File: src/rtl/led_blink_pwm.sv
// Multi-channel LED driver: OFF / ON / BLINK / PWM per channel, run-time reconfigurable.
// Define LED_BLINK_PWM_BREATHE_EN to add mode 4 (BREATHE, triangular duty ramp).

module led_blink_pwm_ch #(
    parameter int         CNT_W        = 24,
    parameter int         PWM_W        = 8,
    parameter int         DEFAULT_HALF = 8000000,
    parameter logic [2:0] RST_MODE     = 3'd0
) (
    input  logic             clk,
    input  logic             rst,
    input  logic             we,
    input  logic [2:0]       mode_w,
    input  logic [CNT_W-1:0] val,
    input  logic [PWM_W-1:0] pwm_cnt,
    output logic             led,
    output logic             pulse
);
    localparam logic [2:0] MODE_OFF     = 3'd0;
    localparam logic [2:0] MODE_ON      = 3'd1;
    localparam logic [2:0] MODE_BLINK   = 3'd2;
    localparam logic [2:0] MODE_PWM     = 3'd3;
`ifdef LED_BLINK_PWM_BREATHE_EN
    localparam logic [2:0] MODE_BREATHE = 3'd4;
    localparam logic [PWM_W-1:0] PWM_MAX = '1;
    logic dir_up;
`endif

    logic [2:0]       mode;
    logic [CNT_W-1:0] half;
    logic [CNT_W-1:0] cnt;
    logic [PWM_W-1:0] duty;
    logic             blink;

    always_ff @(posedge clk) begin
        if (rst) begin
            mode  <= RST_MODE;
            half  <= CNT_W'(DEFAULT_HALF);
            cnt   <= '0;
            duty  <= '0;
            blink <= 1'b0;
            led   <= 1'b0;
            pulse <= 1'b0;
`ifdef LED_BLINK_PWM_BREATHE_EN
            dir_up <= 1'b1;
`endif
        end else if (we) begin
            // A write restarts the channel; led holds until the new mode takes over next edge.
            mode  <= mode_w;
            cnt   <= '0;
            blink <= 1'b0;
            pulse <= 1'b0;
            case (mode_w)
                MODE_BLINK: half <= val;
                MODE_PWM:   duty <= val[PWM_W-1:0];
`ifdef LED_BLINK_PWM_BREATHE_EN
                MODE_BREATHE: begin
                    half   <= val;
                    duty   <= '0;
                    dir_up <= 1'b1;
                end
`endif
                default: ;
            endcase
        end else begin
            pulse <= 1'b0;
            case (mode)
                MODE_OFF: led <= 1'b0;
                MODE_ON:  led <= 1'b1;
                MODE_BLINK: begin
                    if (cnt == half) begin
                        cnt   <= '0;
                        blink <= ~blink;
                        led   <= ~blink;
                        pulse <= 1'b1;
                    end else begin
                        cnt <= cnt + 1'b1;
                        led <= blink;
                    end
                end
                MODE_PWM: led <= (pwm_cnt < duty);
`ifdef LED_BLINK_PWM_BREATHE_EN
                MODE_BREATHE: begin
                    led <= (pwm_cnt < duty);
                    if (cnt == half) begin
                        cnt   <= '0;
                        pulse <= 1'b1;
                        // Flip on reaching an endpoint so each endpoint lasts one step.
                        if (dir_up) begin
                            duty <= duty + 1'b1;
                            if (duty == PWM_MAX - 1'b1) dir_up <= 1'b0;
                        end else begin
                            duty <= duty - 1'b1;
                            if (duty == {{(PWM_W-1){1'b0}}, 1'b1}) dir_up <= 1'b1;
                        end
                    end else begin
                        cnt <= cnt + 1'b1;
                    end
                end
`endif
                default: led <= 1'b0;
            endcase
        end
    end
endmodule

module led_blink_pwm #(
    parameter int NUM_CH       = 3,
    parameter int CNT_W        = 24,
    parameter int PWM_W        = 8,
    parameter int DEFAULT_HALF = 8000000,
    parameter int CH_W         = 2
) (
    input  logic              clk,
    input  logic              rst,
    input  logic              cfg_we,
    input  logic [CH_W-1:0]   cfg_ch,
    input  logic [2:0]        cfg_mode,
    input  logic [CNT_W-1:0]  cfg_val,
    output logic [NUM_CH-1:0] led_out,
    output logic [NUM_CH-1:0] toggle_pulse
);
    logic [PWM_W-1:0]  pwm_cnt;
    logic [NUM_CH-1:0] ch_we;

    always_ff @(posedge clk) begin
        if (rst) pwm_cnt <= '0;
        else     pwm_cnt <= pwm_cnt + 1'b1;
    end

    for (genvar i = 0; i < NUM_CH; i++) begin : g_ch
        // Out-of-range channel indices match no instance, so such writes are dropped.
        assign ch_we[i] = cfg_we && (32'(cfg_ch) == 32'(i));

        led_blink_pwm_ch #(
            .CNT_W        (CNT_W),
            .PWM_W        (PWM_W),
            .DEFAULT_HALF (DEFAULT_HALF),
            .RST_MODE     ((i == 0) ? 3'd2 : 3'd0)
        ) u_ch (
            .clk     (clk),
            .rst     (rst),
            .we      (ch_we[i]),
            .mode_w  (cfg_mode),
            .val     (cfg_val),
            .pwm_cnt (pwm_cnt),
            .led     (led_out[i]),
            .pulse   (toggle_pulse[i])
        );
    end
endmodule

File: config.mk
export PLATFORM = sky130hd
export DESIGN_NAME = led_blink_pwm
export DESIGN_NICKNAME = d
export VERILOG_FILES = /design/src/rtl/led_blink_pwm.sv
export SDC_FILE = /design/constraint.sdc
export NUM_CORES = 1
export LEC_CHECK = 0
export CAP_MARGIN = 20
export CORE_MARGIN = 10
export CORE_UTILIZATION = 65
export DETAILED_ROUTE_END_ITERATION = 10
export HOLD_SLACK_MARGIN = 0.08
export PLACE_DENSITY = 0.87
export SYNTH_ARGS = -nofsm -noshare
export SYNTH_HDL_FRONTEND = slang
export SYNTH_SLANG_ARGS = --single-unit
export TNS_END_PERCENT = 50
File: constraint.sdc
create_clock -name clk -period 3.65 [get_ports clk]
set_input_delay 0.5475 -clock clk [delete_from_list [all_inputs] [get_ports clk]]
set_output_delay 0.5475 -clock clk [all_outputs]
set_load 0.1 [all_outputs]
==> metrics.md <==
| Metric | Value |
|---|---|
| Status | complete, no violations |
| CTS Root Cell | clkbuf_16 |
| CTS Hold Bufs | 0 |
| Initial antenna violation count | 0 |
| Crit-path cells | clkdlybuf4s50_1 |
| Largest net degree at the start of global routing | 81 |
| Rel. slew slack | 30.3% |
| Mean Syn Cell Area | 8.53 sq um |
| CTS sink count | 194 |
| Synth Cell Area | 9280 sq um |
| Detailed-route wire length | 21900 um |
| Critical Path RT | 3100 ps |
| Yosys top cell area share | 41.9% |
| DIE AREA | 19400 sq um |
| # DRC | 0 |
| CP startpoint kind | flop |
| PostCTS Resize Cnt | 0 |
| Total congestion overflow | 0 |
| R2R Setup Slk | roughly 1100 ps |
| Lkg Pwr | around 3.8 nW |
| Measured slew at the worst slew-check pin | 1040 ps |
| # diodes | 0 |
| Async set-or-reset flop fraction in the synthesized netlist | 0% |
| RR Endpoint | g_ch[2].u_ch.cnt[23] |
| Post-synth top flop | dfxtp_1 |
| Clk pin slew, worst setup/hold paths | 70 ps |
| Number of flops mapped to enable cells by yosys | 0 |
| Final max-slew violation count | 0 |
| Post-placement setup slack | around 1000 ps |
| Register area share after synthesis | 41.9% |
| Peak supply drop | 346 uV |
| Mapped Cells | 1087 |
| Crit path max-delay family | buffers and inverters |
| Htree depth | 4 |
| Core Region | 13900 sq um |
| First-pass GRT wire length | 36100 um |
| Crit-path max FO | 3 |
| RSZ-0062 raised after global routing | false |
| Fin area | 10300 sq um |
| Clock Skews | ~7.3 ps |
| Crit Reg-Reg Startpoint | g_ch[2].u_ch.cnt[9] |
| Fill cells | 999 |
| Setup-failing EPs final | 0 |
| Hold Path End | g_ch[0].u_ch.half[11] |
| R2R cell count | 5 |
| CTS buffer count | 17 |
| Count leader, synth | dfxtp_1 |
| Via count | 7557 |
| Vias per cell | 5.84 |
| Port Buf Inserts | 37 |
| Synthesized Nets | 1144 |
| Setup TNS | 0 ps |
| Synth-to-Final Area Change | 11.5% |
| Hold crit path type | reg -> reg |
| Dpl hpwl | about 15000 um |
| Worst path bufs/invs | 1 |
| Final ANT Viol Nets | 0 |
| Die span in x | approximately 140 um |
| Clock period minus worst slack | 2640 ps |
| Later-pin clock latency in the skew report | 440 ps |
| Max Buffers Root-to-Sink | 2 |
| FF+latch count, synth | about 190 |
| Layout Utilization | 74.2% |
| Pwr Density | 426 nW/um^2 |
| Hold WS | 469 ps |
| Number of I/O pins | 38 |
| Die Span Y | 139 um |
| Effective utilization at floorplan | 66.6% |
| Worst Hold Path Cells | 2 |
| Postcts setup bufs | 0 |
| CP max-delay cell | clkdlybuf4s50_1 |
| Row count | 43 |
| DRT iter0 DRCs | 480 |
| Final #Nets | 1159 |
| Netlist cell types | 60 |
| Fin. Hold Viols | 0 |
| Layout cells sized above 1 | under 10% |
| Top cells by count, synth | dfxtp_1 (194), nand2_1 (192), nor2_1 (135) |
| WP data arrival | between 2000 and 2500 ps |
| Crit Path Class | reg -> out |
| Slowest Stage Delay on Critical Path | 1190 ps |
| Post-route setup slack | between 1000 and 1500 ps |
| Worst Hold Launch | g_ch[0].u_ch.half[11] |
| Largest area contributor in the netlist | dfxtp_1 |
| Number of detailed-route iterations in the first pass | 7 |
| Vias in the first global route | 7308 |
| CTS tree | yes |
| Period Utilization, post-route | between 70% and 80% |
| Yosys warnings | 0 |
| Post-DR wirelength/cell | 16.9 um |
| Max_cap viols | 0 |
| Max Freq | roughly 380 MHz |
| Gpl congestion | 0.881 |
| Crit path capture type | output port |
| DP Area | 9700 sq um |
| GRT Util Overall | approximately 22% |
| Largest cells by area after synthesis | dfxtp_1 (42%), xor2_1 (8.7%), nand2_1 (7.8%) |
kinds of logic after synthesis:
group,synth area share (%)
simple gates,27.2
mux,3.56
xor+xnor,13.8
flops,41.9
compound gates,6.06
fa+ha+maj,3.37
buf+inv,4.15
report_power, final:
part	leakage, nW	total [mW]	internal (mW)	switching, mW
clock	0.307	2.01	1.22	0.792
sequential	1.57	2.16	2.14	0.0261
combinational	1.94	0.230	0.0903	0.139
total	3.81	4.41	3.45	0.958
tightest hold or removal path: cells and delay by family (launching register included):
family           cells  cell delay (ps)
flip-flops           1              320
AO/OA/AOI/OAI        1               50
AND/OR/NAND/NOR      1               50
metal layers:
| metal | vias up | wire (um) | GRT usage [%] |
|---|---|---|---|
| li1 | 3656 | - | - |
| met2 | 220 | 10700 | 37.4 |
| met3 | 48 | 1290 | 5.14 |
| met1 | 3633 | 9150 | 26.5 |
| met4 | 0 | 722 | 9.99 |
| met5 | - | 0 | 0 |
registers in the layout (all words and copies together), names as in the netlist:
signal	cells
g_ch.u_ch.pulse	3
g_ch.u_ch.cnt	72
g_ch.u_ch.mode	9
g_ch.u_ch.blink	3
g_ch.u_ch.duty	24
pwm_cnt	8
g_ch.u_ch.half	72
g_ch.u_ch.led	3
worst max path at each step:
stage / startpoint / to / cells after the start
floorplan: cfg_ch[1] / g_ch[2].u_ch.led / 6
global placement: cfg_ch[1] / g_ch[1].u_ch.led / 6
detailed placement: cfg_ch[1] / g_ch[1].u_ch.led / 6
CTS: g_ch[1].u_ch.led / led_out[1] / 1
global route: g_ch[1].u_ch.cnt[3] / g_ch[1].u_ch.cnt[13] / 5
finish: g_ch[1].u_ch.led / led_out[1] / 1
cell type report:
cell class / count / area (sq um) / area share [%]
Timing Repair Buffer: 48 / 450 / 4.36
Clock inverter: 8 / 149 / 1.44
Multi-Input combinational cell: 806 / 5010 / 48.4
Inverter: 35 / 131 / 1.27
Sequential cell: 194 / 3880 / 37.6
Clock buffer: 24 / 492 / 4.76
Tap cell: 180 / 225 / 2.18
metrics by stage:
step | power, mW | cells
2_1_floorplan | 2.34 | 1087
3_3_place_gp | 2.43 | 1263
3_5_place_dp | 2.44 | 1263
4_1_cts | 4.42 | 1295
5_1_grt | 4.51 | 1295
6_report | 4.41 | 1295
cells in the final DEF, fill, tap and decap left out, drive strengths merged, types with 3 or more instances in the layout:
master,netlist,final
nor3b,6,6
a32oi,3,3
inv,35,35
a2111oi,5,5
nand4,26,26
nand3b,25,25
nand3,25,25
bufinv,0,4
and4,8,8
or2,8,8
dfxtp,194,194
nor4,23,23
a211oi,3,3
nand2b,7,7
buf,23,12
and3,11,11
mux2i,33,33
xor2,92,92
or4,8,8
and3b,3,3
nand2,192,192
or3,3,3
nor3,12,12
nor2,138,138
o21ai,5,5
a21oi,62,62
ha,25,25
o31ai,3,3
clkdlybuf4s50,0,36
and2,7,7
xnor2,54,54
clkbuf,29,24
Power figures use the tool's default switching activity.
